==> src/rtl/data_mem_arb_pkg.sv <==
// Shared types and defaults for the data-memory arbiter.
package data_mem_arb_pkg;

  localparam int ARB_ADDR_WIDTH       = 32;
  localparam int ARB_DATA_WIDTH       = 16;
  localparam int DEFAULT_STARVE_LIMIT = 4;

  typedef struct packed {
    logic                      wr;
    logic [ARB_ADDR_WIDTH-1:0] addr;
    logic [ARB_DATA_WIDTH-1:0] wdata;
  } mem_req_t;

  typedef enum logic [1:0] {
    SEL_NONE = 2'd0,
    SEL_P0   = 2'd1,
    SEL_P1   = 2'd2
  } port_sel_e;

endpackage

==> src/rtl/arb_starve_counter.sv <==
// Saturating count of consecutive cycles port 1 has waited without a grant.
module arb_starve_counter
  import data_mem_arb_pkg::*;
#(
  parameter int LIMIT = DEFAULT_STARVE_LIMIT
) (
  input  logic clk_in,
  input  logic rst_in,
  input  logic inc,
  input  logic clr,
  output logic at_limit
);

  localparam int CNT_W = $clog2(LIMIT + 1);
  localparam logic [CNT_W-1:0] LIMIT_V = CNT_W'(LIMIT);

  logic [CNT_W-1:0] r_cnt;

  always_ff @(posedge clk_in) begin
    if (rst_in || clr) begin
      r_cnt <= '0;
    end else if (inc && (r_cnt != LIMIT_V)) begin
      r_cnt <= r_cnt + CNT_W'(1);
    end
  end

  assign at_limit = (r_cnt == LIMIT_V);

endmodule

==> src/rtl/data_mem_arbiter.sv <==
// Two-port arbiter in front of the single-ported data memory: port 0 has
// priority, port 1 is guaranteed a grant once it has waited STARVE_LIMIT cycles.
module data_mem_arbiter
  import data_mem_arb_pkg::*;
#(
  parameter int ADDR_WIDTH   = ARB_ADDR_WIDTH,
  parameter int DATA_WIDTH   = ARB_DATA_WIDTH,
  parameter int STARVE_LIMIT = DEFAULT_STARVE_LIMIT
) (
  input  logic                  clk_in,
  input  logic                  rst_in,
  input  logic                  p0_req,
  input  logic                  p0_wr,
  input  logic [ADDR_WIDTH-1:0] p0_addr,
  input  logic [DATA_WIDTH-1:0] p0_wdata,
  output logic                  p0_gnt,
  output logic                  p0_rvalid,
  output logic [DATA_WIDTH-1:0] p0_rdata,
  input  logic                  p1_req,
  input  logic                  p1_wr,
  input  logic [ADDR_WIDTH-1:0] p1_addr,
  input  logic [DATA_WIDTH-1:0] p1_wdata,
  output logic                  p1_gnt,
  output logic                  p1_rvalid,
  output logic [DATA_WIDTH-1:0] p1_rdata,
  output logic                  mem_wr_en,
  output logic                  mem_rd_en,
  output logic [ADDR_WIDTH-1:0] mem_access_addr,
  output logic [DATA_WIDTH-1:0] mem_data_in,
  input  logic [DATA_WIDTH-1:0] mem_data_out
);

  typedef struct packed {
    logic                  wr;
    logic [ADDR_WIDTH-1:0] addr;
    logic [DATA_WIDTH-1:0] wdata;
  } req_t;

  port_sel_e             w_sel;
  req_t                  w_win;
  logic                  w_at_limit;
  logic                  w_p0_gnt;
  logic                  w_p1_gnt;
  logic                  r_p0_rvalid;
  logic                  r_p1_rvalid;
  logic [DATA_WIDTH-1:0] r_p0_rdata;
  logic [DATA_WIDTH-1:0] r_p1_rdata;

  // Reset suppresses every grant so no memory command can issue during reset.
  always_comb begin
    w_sel = SEL_NONE;
    if (!rst_in) begin
      if (p1_req && w_at_limit) begin
        w_sel = SEL_P1;
      end else if (p0_req) begin
        w_sel = SEL_P0;
      end else if (p1_req) begin
        w_sel = SEL_P1;
      end
    end
  end

  assign w_p0_gnt = (w_sel == SEL_P0);
  assign w_p1_gnt = (w_sel == SEL_P1);
  assign p0_gnt   = w_p0_gnt;
  assign p1_gnt   = w_p1_gnt;

  always_comb begin
    w_win = '0;
    case (w_sel)
      SEL_P0:  w_win = '{wr: p0_wr, addr: p0_addr, wdata: p0_wdata};
      SEL_P1:  w_win = '{wr: p1_wr, addr: p1_addr, wdata: p1_wdata};
      default: w_win = '0;
    endcase
  end

  assign mem_wr_en       = (w_sel != SEL_NONE) &&  w_win.wr;
  assign mem_rd_en       = (w_sel != SEL_NONE) && !w_win.wr;
  assign mem_access_addr = w_win.addr;
  assign mem_data_in     = w_win.wdata;

  arb_starve_counter #(
    .LIMIT(STARVE_LIMIT)
  ) u_starve (
    .clk_in  (clk_in),
    .rst_in  (rst_in),
    .inc     (p1_req && !w_p1_gnt),
    .clr     (!p1_req || w_p1_gnt),
    .at_limit(w_at_limit)
  );

  always_ff @(posedge clk_in) begin
    if (rst_in) begin
      r_p0_rvalid <= 1'b0;
      r_p1_rvalid <= 1'b0;
      r_p0_rdata  <= '0;
      r_p1_rdata  <= '0;
    end else begin
      r_p0_rvalid <= w_p0_gnt && !p0_wr;
      r_p1_rvalid <= w_p1_gnt && !p1_wr;
      if (w_p0_gnt && !p0_wr) r_p0_rdata <= mem_data_out;
      if (w_p1_gnt && !p1_wr) r_p1_rdata <= mem_data_out;
    end
  end

  // A response registered just before reset rises must not be seen as valid.
  assign p0_rvalid = r_p0_rvalid && !rst_in;
  assign p1_rvalid = r_p1_rvalid && !rst_in;
  assign p0_rdata  = r_p0_rdata;
  assign p1_rdata  = r_p1_rdata;

endmodule

==> config.mk <==
export PLATFORM = sky130hd
export DESIGN_NAME = data_mem_arbiter
export DESIGN_NICKNAME = d
export VERILOG_FILES = /design/src/rtl/data_mem_arb_pkg.sv /design/src/rtl/arb_starve_counter.sv /design/src/rtl/data_mem_arbiter.sv
export SDC_FILE = /design/constraint.sdc
export NUM_CORES = 1
export LEC_CHECK = 0
export CORE_UTILIZATION = 35
export CTS_BUF_LIST = sky130_fd_sc_hd__clkbuf_8
export CTS_CLUSTER_DIAMETER = 60
export CTS_CLUSTER_SIZE = 24
export DETAILED_ROUTE_END_ITERATION = 10
export PLACE_DENSITY_LB_ADDON = 0.25
export SLEW_MARGIN = 40
export SYNTH_ARGS = -nofsm -noshare
export SYNTH_HDL_FRONTEND = slang
export SYNTH_HIERARCHICAL = 1
export SYNTH_SLANG_ARGS = --single-unit
==> constraint.sdc <==
create_clock -name clk_in -period 3.7 [get_ports clk_in]
set_input_delay 0.555 -clock clk_in [delete_from_list [all_inputs] [get_ports clk_in]]
set_output_delay 0.555 -clock clk_in [all_outputs]
set_load 0.01 [all_outputs]
; Word-level counts from Yosys, hierarchy flattened
; Cells that the tools add are included.
[op_classes]
reduce_logical = 18
n_eq_ne = 4
add_sub_neg = 1
n_mux = 5
[ops]
columns = cell, count
row1 = case mux 49 bit (2 select lines), 1
row2 = logical AND 1 bit, 9
row3 = two-way mux 2 bit, 4
row4 = logical NOT 1 bit, 6
row5 = adder 3 x 1 -> 3 bit (second input constant), 1
row6 = == test 3 bit (second input constant), 1
row7 = inequality test 3 bit (second input constant), 1
row8 = == test 2 x 1 -> 1 bit (second input constant), 1
row9 = == test 2 bit (second input constant), 1
row10 = logical OR 1 bit, 2
row11 = nonzero test 2 bit, 1
[totals]
inputBits = 118
out_inout_bits = 86
word_cells = 33
register_bits = 37

; Logic depth before layout (Yosys ltp)
; Gate-level depths: netlist of the first run.
[logic_depth]
ltp_word = 8
depth_mapped = 13
depth_no_buf = 11

; Hierarchy
; Netlist of the first run, hierarchy kept.
[modules_own_cells]
columns = module, seq_area_each_um2, cells_each, area_each_um2, n_inst
row1 = data_mem_arbiter, 680.7, 278, 2102.0, 1
row2 = arb_starve_counter, 60.1, 18, 187.7, 1

; Least setup slack after synthesis of the first run
; OpenSTA, ideal clock, no wires.
[synth_timing]
path_type = register to register
startpoint = register u_starve.r_cnt[0]
endpoint = register u_starve.r_cnt[0]
path_stages_with_launch = 14
required_time_ns = 3.577
setup_ns = 0.123
synth_period_minus_slack_ns = 2.572
arrival_ns = 2.448
n_path_buf = 2
path_slack_ns = 1.128
path_cell_list = dfxtp_1 > inv_1 > ha_1 > and2_1 > nand2b_1 > nand3b_1 > inv_1 > ha_1 > buf_2 > buf_2 > nand2b_1 > inv_1 > a21boi_2 > mux2_1
[synth_between]
elab_chain_cells = 8
word_cells_on_any_way = 12
cone_classes = add/sub: 1 / eq/ne: 3 / mux: 2 / reduce/logical: 6
[synth_rtl]
columns = item, line_no
row1 = "start, declared", arb_starve_counter.sv:17  ; logic [CNT_W-1:0] r_cnt;
row2 = "start signal, assigned", arb_starve_counter.sv:23  ; r_cnt <= r_cnt + CNT_W'(1);
row3 = == test 3 bit *, arb_starve_counter.sv:27  ; assign at_limit = (r_cnt == LIMIT_V);
row4 = via w_at_limit, data_mem_arbiter.sv:41  ; logic w_at_limit;
row5 = logical AND 1 bit *, data_mem_arbiter.sv:53  ; if (p1_req && w_at_limit) begin
row6 = two-way mux 2 bit *, data_mem_arbiter.sv:53
row7 = two-way mux 2 bit *, data_mem_arbiter.sv:52  ; if (!rst_in) begin
row8 = == test 2 bit *, data_mem_arbiter.sv:64  ; assign w_p1_gnt = (w_sel == SEL_P1);
row9 = via p1_gnt, data_mem_arbiter.sv:23  ; output logic p1_gnt,
row10 = logical NOT 1 bit, data_mem_arbiter.sv:87  ; .inc (p1_req && !w_p1_gnt),
row11 = logical AND 1 bit, data_mem_arbiter.sv:87
row12 = logical AND 1 bit, arb_starve_counter.sv:22  ; end else if (inc && (r_cnt != LIMIT_V)) begin
; Mark *: on every way through the listed nets, which the timed path passes. The rest lies on a longest branch.
; A chain may end at the register's enable or synchronous reset.

; Worst setup path after layout of the first run
[layout_timing]
startpoint = register u_starve.r_cnt[0]
endpoint = output mem_access_addr[7]
[layout_between]
elab_chain_cells = 6
word_cells_on_any_way = 7
cone_classes = eq/ne: 3 / mux: 3 / reduce/logical: 1
[layout_rtl]
columns = item, line_no
row1 = == test 3 bit *, arb_starve_counter.sv:27
row2 = via w_at_limit, data_mem_arbiter.sv:41
row3 = logical AND 1 bit *, data_mem_arbiter.sv:53
row4 = two-way mux 2 bit *, data_mem_arbiter.sv:53
row5 = two-way mux 2 bit *, data_mem_arbiter.sv:52
row6 = == test 2 bit / == test 2 x 1 -> 1 bit (equally long branches), data_mem_arbiter.sv:70  ; case (w_sel)
row7 = case mux 49 bit (2 select lines) *, data_mem_arbiter.sv:70
row8 = "end, declared", data_mem_arbiter.sv:28  ; output logic [ADDR_WIDTH-1:0] mem_access_addr,
; Marked as above.

==> results.cfg, run 1 <==
[status]
status = finished, final reports clean

[pwr]
leakage_uw = 0.00150
vdd_ir_drop_max_mv = 0.244
power.total_uw = 1140
p_per_area_mw_per_mm2 = 257

[logic_synthesis]
synth_top_family_by_area = simple AND/OR/NAND/NOR gates
yosys.area_share.adder_pct = 3.28
synth_fp_nets = 420
ys_top_cells_by_area = dfxtp_1 32%, a22oi_1 16%, nor2b_1 14%, nand2_1 11%, a21oi_1 5.2%
synthTopCellsByCount = 66 x nand2_1, 51 x nor2b_1, 48 x a22oi_1
ys_types = 24
ys_ff_latch = 37
synth_simple_gate_area_share_pct = 29.8
synth_edf_count = 0
synth_mux_area_share_pct = 0.984
synth_xor_area_share_pct = 0
synthFlopType = dfxtp_1
syn_area_mm2 = 0.00229
postSynth.asyncResetShare_pct = 0
synth_compound_area_share_pct = 25.7
syn_inst = 296
seq_area_frac_synth_pct = 32.3
synth.top_cell.area_share_pct = 32.3
postSynthAreaPerCell_um2 = 7.74
yosysMostFrequentCell = nand2_1
synth_area_leader_cell = dfxtp_1
ys_warn_count = 6

[sta]
slew_headroom_pct = 53.8
setup_viol = 0
tns_ns = 0
drv_slew = 0
period_share_pct = 91.9
tightest_slew_ns = 0.694
period_minus_slack_ns = 3.40
fin_skew_ns = 0.00461
holdWs_ns = 0.454
fmax_mhz = 294
rsz0062_at_grt = no
hold_viol = 0

[placement]
portBuffers = 203
dpl.hpwl_um = 6440
place.gp.congestion = 0.782

[setup_path]
worstSetupEndpointType = output port
worstPathRequired_ns = 3.14
worstPathMaxFanout = 50
startpoint = u_starve/r_cnt[0]
worstSetupPathType = reg2out
r2r_end = u_starve/r_cnt[0]
rr_worst_depth = 11
critPathCapture = mem_access_addr[7]
arrival_ns = 2.85
reg2reg_slack_ns = 1.17
critPathLaunchType = flip-flop
r2r_start = u_starve/r_cnt[0]

[global_routing]
antenna_found_initial = 0
grt_max_degree = 51
grtUsageTotal_pct = 24.5
grt-ovfl-total = 0
grt_pass1_wl_um = 13700
grt_pass1_vias = 2758

[route]
vias_per_cell = 4.96
postRouteWirelength_um = 8570
drc = 0
drtIter0Drc = 123
first_pass_iters = 4
num_vias = 2781
post_drt_wl_per_cell_um = 15.3
antenna_left = 0

[die]
fp.dieArea_mm2 = 0.00687
fp.dieW_um = 82.9
initial_core_util_pct = 36.1
rows = 29
io-pin-count = 204
coreArea_mm2 = 0.00635
die_h_um = 82.9

[clock_tree]
clock_sinks = 37
cts.hold.buffers_added = 0
clkSlewWorstSetupHoldPaths_ns = 0.07
clk_path_buf_depth = 2
cts_buffers = 5
post_cts_buffers = 0
cts_tree = built
clockRootBuffer = clkbuf_8
cts_max_level = 2
clk-insertion-delay-late_ns = 0.29
ctsResizeCount = 0

[cells_and_area]
fin_util_pct = 70.1
nets = 607
synthToLayoutAreaGrowth_pct = 94.4
diodes = 0
nFillCells = 512
drive_gt1_share_pct = 5.79

[worst_hold_path]
hp-class = reg2reg

[job]
maxCapViolCount = 0
## placed cells by master, fill, tap and decap left out
cell type / Yosys / final
clkdlybuf4s50_1: 0 / 202
nand2_1: 66 / 66
nor2b_1: 51 / 51
a22oi_1: 48 / 48
dfxtp_1: 37 / 37
a21oi_1: 24 / 24
a21oi_2: 10 / 10
inv_1: 5 / 5
clkbuf_8: 0 / 5
nand2b_1: 4 / 4
ha_1: 6 / 4
nor2_1: 3 / 3
buf_4: 9 / 3
nor3b_1: 3 / 3
nand3b_1: 2 / 2
ha_2: 0 / 2
bufinv_16: 0 / 2
buf_12: 0 / 2
mux2_1: 2 / 2
a22o_1: 1 / 1
and2b_1: 1 / 1
clkinv_2: 0 / 1
buf_2: 7 / 1
and2_1: 1 / 1
a21boi_2: 1 / 1
nor3_1: 1 / 1
and4b_1: 1 / 1
nor4_2: 1 / 1
## sequential cells by signal, indices dropped and copies added (netlist names)
name	count
p0_rdata	16
p1_rdata	16
u_starve/r_cnt	3
r_p0_rvalid	1
r_p1_rvalid	1
## how the worst min path moves through the flow
| stage | startpoint | endpoint | slack [ns] | depth (start not counted) |
|---|---|---|---|---|
| final | p0_rdata[0] | p0_rdata[0] | 0.45 | 2 |
| after global routing | p1_rdata[11] | p1_rdata[11] | 0.47 | 2 |
| after CTS | p1_rdata[11] | p1_rdata[11] | 0.46 | 2 |
| after detailed placement | p0_rdata[1] | p0_rdata[1] | 0.45 | 2 |
| after global placement | p1_rdata[13] | p1_rdata[13] | 0.44 | 2 |
| after floorplan | p1_rdata[10] | p1_rdata[10] | 0.48 | 2 |
## worst max-delay path: stages, from the launching register on
cell,delay [ns]
dfxtp_1,0.38
inv_1,0.06
ha_1,0.22
and2_1,0.19
nand2_1,0.07
nand3b_1,0.15
ha_1,0.33
buf_4,0.34
nor2b_1,0.21
clkdlybuf4s50_1,0.59
## final cells by class
class / instances / area [µm²] / area share, %
clock inverters: 3 / 65.1 / 1.46
repair buffers: 208 / 2090 / 46.9
inverters: 5 / 18.8 / 0.422
well taps: 77 / 96.3 / 2.16
multi-input cells: 226 / 1370 / 30.8
flip-flops and latches: 37 / 741 / 16.6
clock buffers: 5 / 68.8 / 1.55
## kinds of logic after synthesis
kind of cell | count (synthesis)
adder cells (fa/ha/maj) | 6
AND/OR/NAND/NOR | 134
multiplexers | 2
buffers and inverters | 33
AO/OA/AOI/OAI | 84
flip-flops | 37
## where the power goes
group          switching, µW  internal [µW]
combinational            115            200
sequential              4.98            408
clock                    149            268
## routing by layer
layer / global-route usage, % / vias up / wire length (µm)
li1: - / 1383 / -
met1: 30.4 / 1279 / 3540
met2: 43.2 / 115 / 4490
met3: 4.87 / 4 / 480
met4: 6.27 / 0 / 61
met5: 0 / - / 0
## stage by stage
step | worst slack, ns | area [µm²] | std cells
final | 0.300 | 4450 | 561
after global routing | 0.109 | 4450 | 561
after CTS | 0.299 | 4450 | 561
after detailed placement | 0.444 | 4320 | 553
after global placement | 0.490 | 4320 | 553
after floorplan | 1.13 | 2290 | 296
No activity file was read; power rests on OpenSTA's default activity.
==> inputs of run 2 (changes only) <==
--- a/config.mk
+++ b/config.mk
@@ -5,7 +5,9 @@
 export SDC_FILE = /design/constraint.sdc
 export NUM_CORES = 1
 export LEC_CHECK = 0
-export CORE_UTILIZATION = 35
+export CELL_PAD_IN_SITES_DETAIL_PLACEMENT = 1
+export CELL_PAD_IN_SITES_GLOBAL_PLACEMENT = 1
+export CORE_UTILIZATION = 22
 export CTS_BUF_LIST = sky130_fd_sc_hd__clkbuf_8
 export CTS_CLUSTER_DIAMETER = 60
 export CTS_CLUSTER_SIZE = 24
@@ -14,5 +16,4 @@
 export SLEW_MARGIN = 40
 export SYNTH_ARGS = -nofsm -noshare
 export SYNTH_HDL_FRONTEND = slang
-export SYNTH_HIERARCHICAL = 1
 export SYNTH_SLANG_ARGS = --single-unit
==> run 2 against run 1 <==
Fmax increased by 3.8%. Critical endpoint is now mem_access_addr[21]. Critical path depth unchanged. First-iteration DRC count decreased by 37%. Critical path type is now in2out.
==> results.cfg, run 2 <==
[sta]
hold_viol = 0
fin_skew_ns = 0.00467
period_minus_slack_ns = 3.27
holdWs_ns = 0.454
slew_headroom_pct = 51.0
period_share_pct = 88.5
fmax_mhz = 305
tns_ns = 0
tightest_slew_ns = 0.736
setup_viol = 0
rsz0062_at_grt = no
drv_slew = 0

[setup_path]
r2r_start = u_starve.r_cnt[0]
startpoint = rst_in
worstPathMaxFanout = 48
arrival_ns = 2.72
worstSetupPathType = in2out
worstSetupEndpointType = output port
critPathLaunchType = input port
worstPathRequired_ns = 3.14

[die]
die_h_um = 102
fp.dieW_um = 102
io-pin-count = 204
coreArea_mm2 = 0.00973
rows = 36
fp.dieArea_mm2 = 0.0104
initial_core_util_pct = 22.6

[placement]
portBuffers = 203
place.gp.congestion = 0.753
dp_cells = 607
dpl.hpwl_um = 7730
placed_area_mm2 = 0.00430

[pwr]
p_per_area_mw_per_mm2 = 228
leakage_uw = 0.00146
vdd_ir_drop_max_mv = 0.139

[clock_tree]
ctsResizeCount = 0
cts_buffers = 5
cts.hold.buffers_added = 0
cts_tree = built
clkSlewWorstSetupHoldPaths_ns = 0.06
clock_sinks = 37
clockRootBuffer = clkbuf_8
post_cts_buffers = 0
clk-insertion-delay-late_ns = 0.28
clk_path_buf_depth = 2
cts_max_level = 2

[logic_synthesis]
syn_inst = 294
synth_fp_nets = 418
ys_top_cells_by_area = dfxtp_1 34%, a22oi_1 16%, nor2b_1 14%, nand2_1 12%, a21oi_1 7.7%
yosys.area_share.adder_pct = 3.41
postSynthAreaPerCell_um2 = 7.48
synth_simple_gate_area_share_pct = 29.7
ys_warn_count = 0
synthFlopType = dfxtp_1
synth_top_family_by_area = simple AND/OR/NAND/NOR gates
ys_ff_latch = 37
seq_area_frac_synth_pct = 33.7
yosysMostFrequentCell = nand2_1
synth_area_leader_cell = dfxtp_1
synth_compound_area_share_pct = 24.9
ys_types = 22
synth_edf_count = 0
synth_mux_area_share_pct = 0
syn_area_mm2 = 0.00220
synthTopCellsByCount = 68 x nand2_1, 50 x nor2b_1, 48 x a22oi_1
synth.top_cell.area_share_pct = 33.7
postSynth.asyncResetShare_pct = 0
synth_xor_area_share_pct = 0.398

[route]
first_pass_iters = 4
drc = 0
vias_per_cell = 4.61
post_drt_wl_per_cell_um = 15.9
drtIter0Drc = 77
antenna_left = 0
postRouteWirelength_um = 9780
num_vias = 2830

[cells_and_area]
synthToLayoutAreaGrowth_pct = 99.7
design_area_mm2 = 0.00439
regArea_um2 = 741
nFillCells = 1191
drive_gt1_share_pct = 2.70
diodes = 0
nets = 605
multi_input_area_mm2 = 0.00129
final_cell_mix = 203 x clkdlybuf4s50_1, 68 x nand2_1, 50 x nor2b_1, 48 x a22oi_1, 37 x dfxtp_1
final_common_cell = clkdlybuf4s50_1
finalNonFillerCells = 614

[global_routing]
antenna_found_initial = 0
grt-ovfl-total = 0
grtUsageTotal_pct = 18.3
grt_pass1_wl_um = 14600
grt_max_degree = 52
grt_pass1_vias = 3030

[worst_hold_path]
hp-class = reg2reg
hold_path.startpoint = p1_rdata[2]

[status]
status = finished, final reports clean

[job]
maxCapViolCount = 0
-- run 2: where the power goes --
| group | switching [µW] | total, µW | leakage [µW] | internal [µW] |
|---|---|---|---|---|
| logic | 117 | 317 | 0.00111 | 201 |
| clock network | 123 | 268 | 0.0000485 | 145 |
| registers | 5.39 | 414 | 0.000300 | 409 |
| total | 245 | 999 | 0.00146 | 754 |
-- run 2: final timing paths --
path | cells past startpoint | to | slack [ns]
min | 2 | p1_rdata[2] | 0.45
max reg2reg | 10 | p0_rdata[14] | 1.34
max | 9 | mem_access_addr[21] | 0.43
min reg2reg | 2 | p1_rdata[2] | 0.45
-- run 2: routing by layer --
metal / part of all wire (%) / GRT usage [%] / vias up
met5: 0 / 0 / -
met4: 1.8 / 5.27 / 0
met3: 8.9 / 7.05 / 10
met2: 53 / 34.7 / 127
met1: 36 / 18.4 / 1327
li1: - / - / 1366
-- run 2: kinds of logic after synthesis --
kind of cell | Yosys count
simple gates | 134
compound gates | 84
flops | 37
buf+inv | 32
fa+ha+maj | 6
xor+xnor | 1
-- run 2: cell type report --
| class | count | share of cell area [%] |
|---|---|---|
| timing repair buffer | 208 | 47.7 |
| multi-input combinational | 225 | 29.3 |
| inverter | 4 | 0.342 |
| tap | 133 | 3.79 |
| sequential | 37 | 16.9 |
| clock buffer | 6 | 1.88 |
| clock inverter | 1 | 0.0855 |
-- run 2: worst max-delay path, cell delays in order --
cell and delay [ns]:
clkdlybuf4s50_1 0.43, nand2b_1 0.16, a21o_1 0.19, inv_1 0.08, ha_1 0.19, buf_12 0.23
a22oi_1 0.13, nor2b_1 0.14, clkdlybuf4s50_1 0.59
-- run 2: through the flow --
stage,setup slack (ns),utilization (%),power (µW)
6_report,0.426,45.1,999
5_1_grt,0.275,45.1,1060
4_1_cts,0.420,45.1,1020
3_5_place_dp,0.422,44.2,744
3_3_place_gp,0.473,44.2,736
2_1_floorplan,1.22,-,535
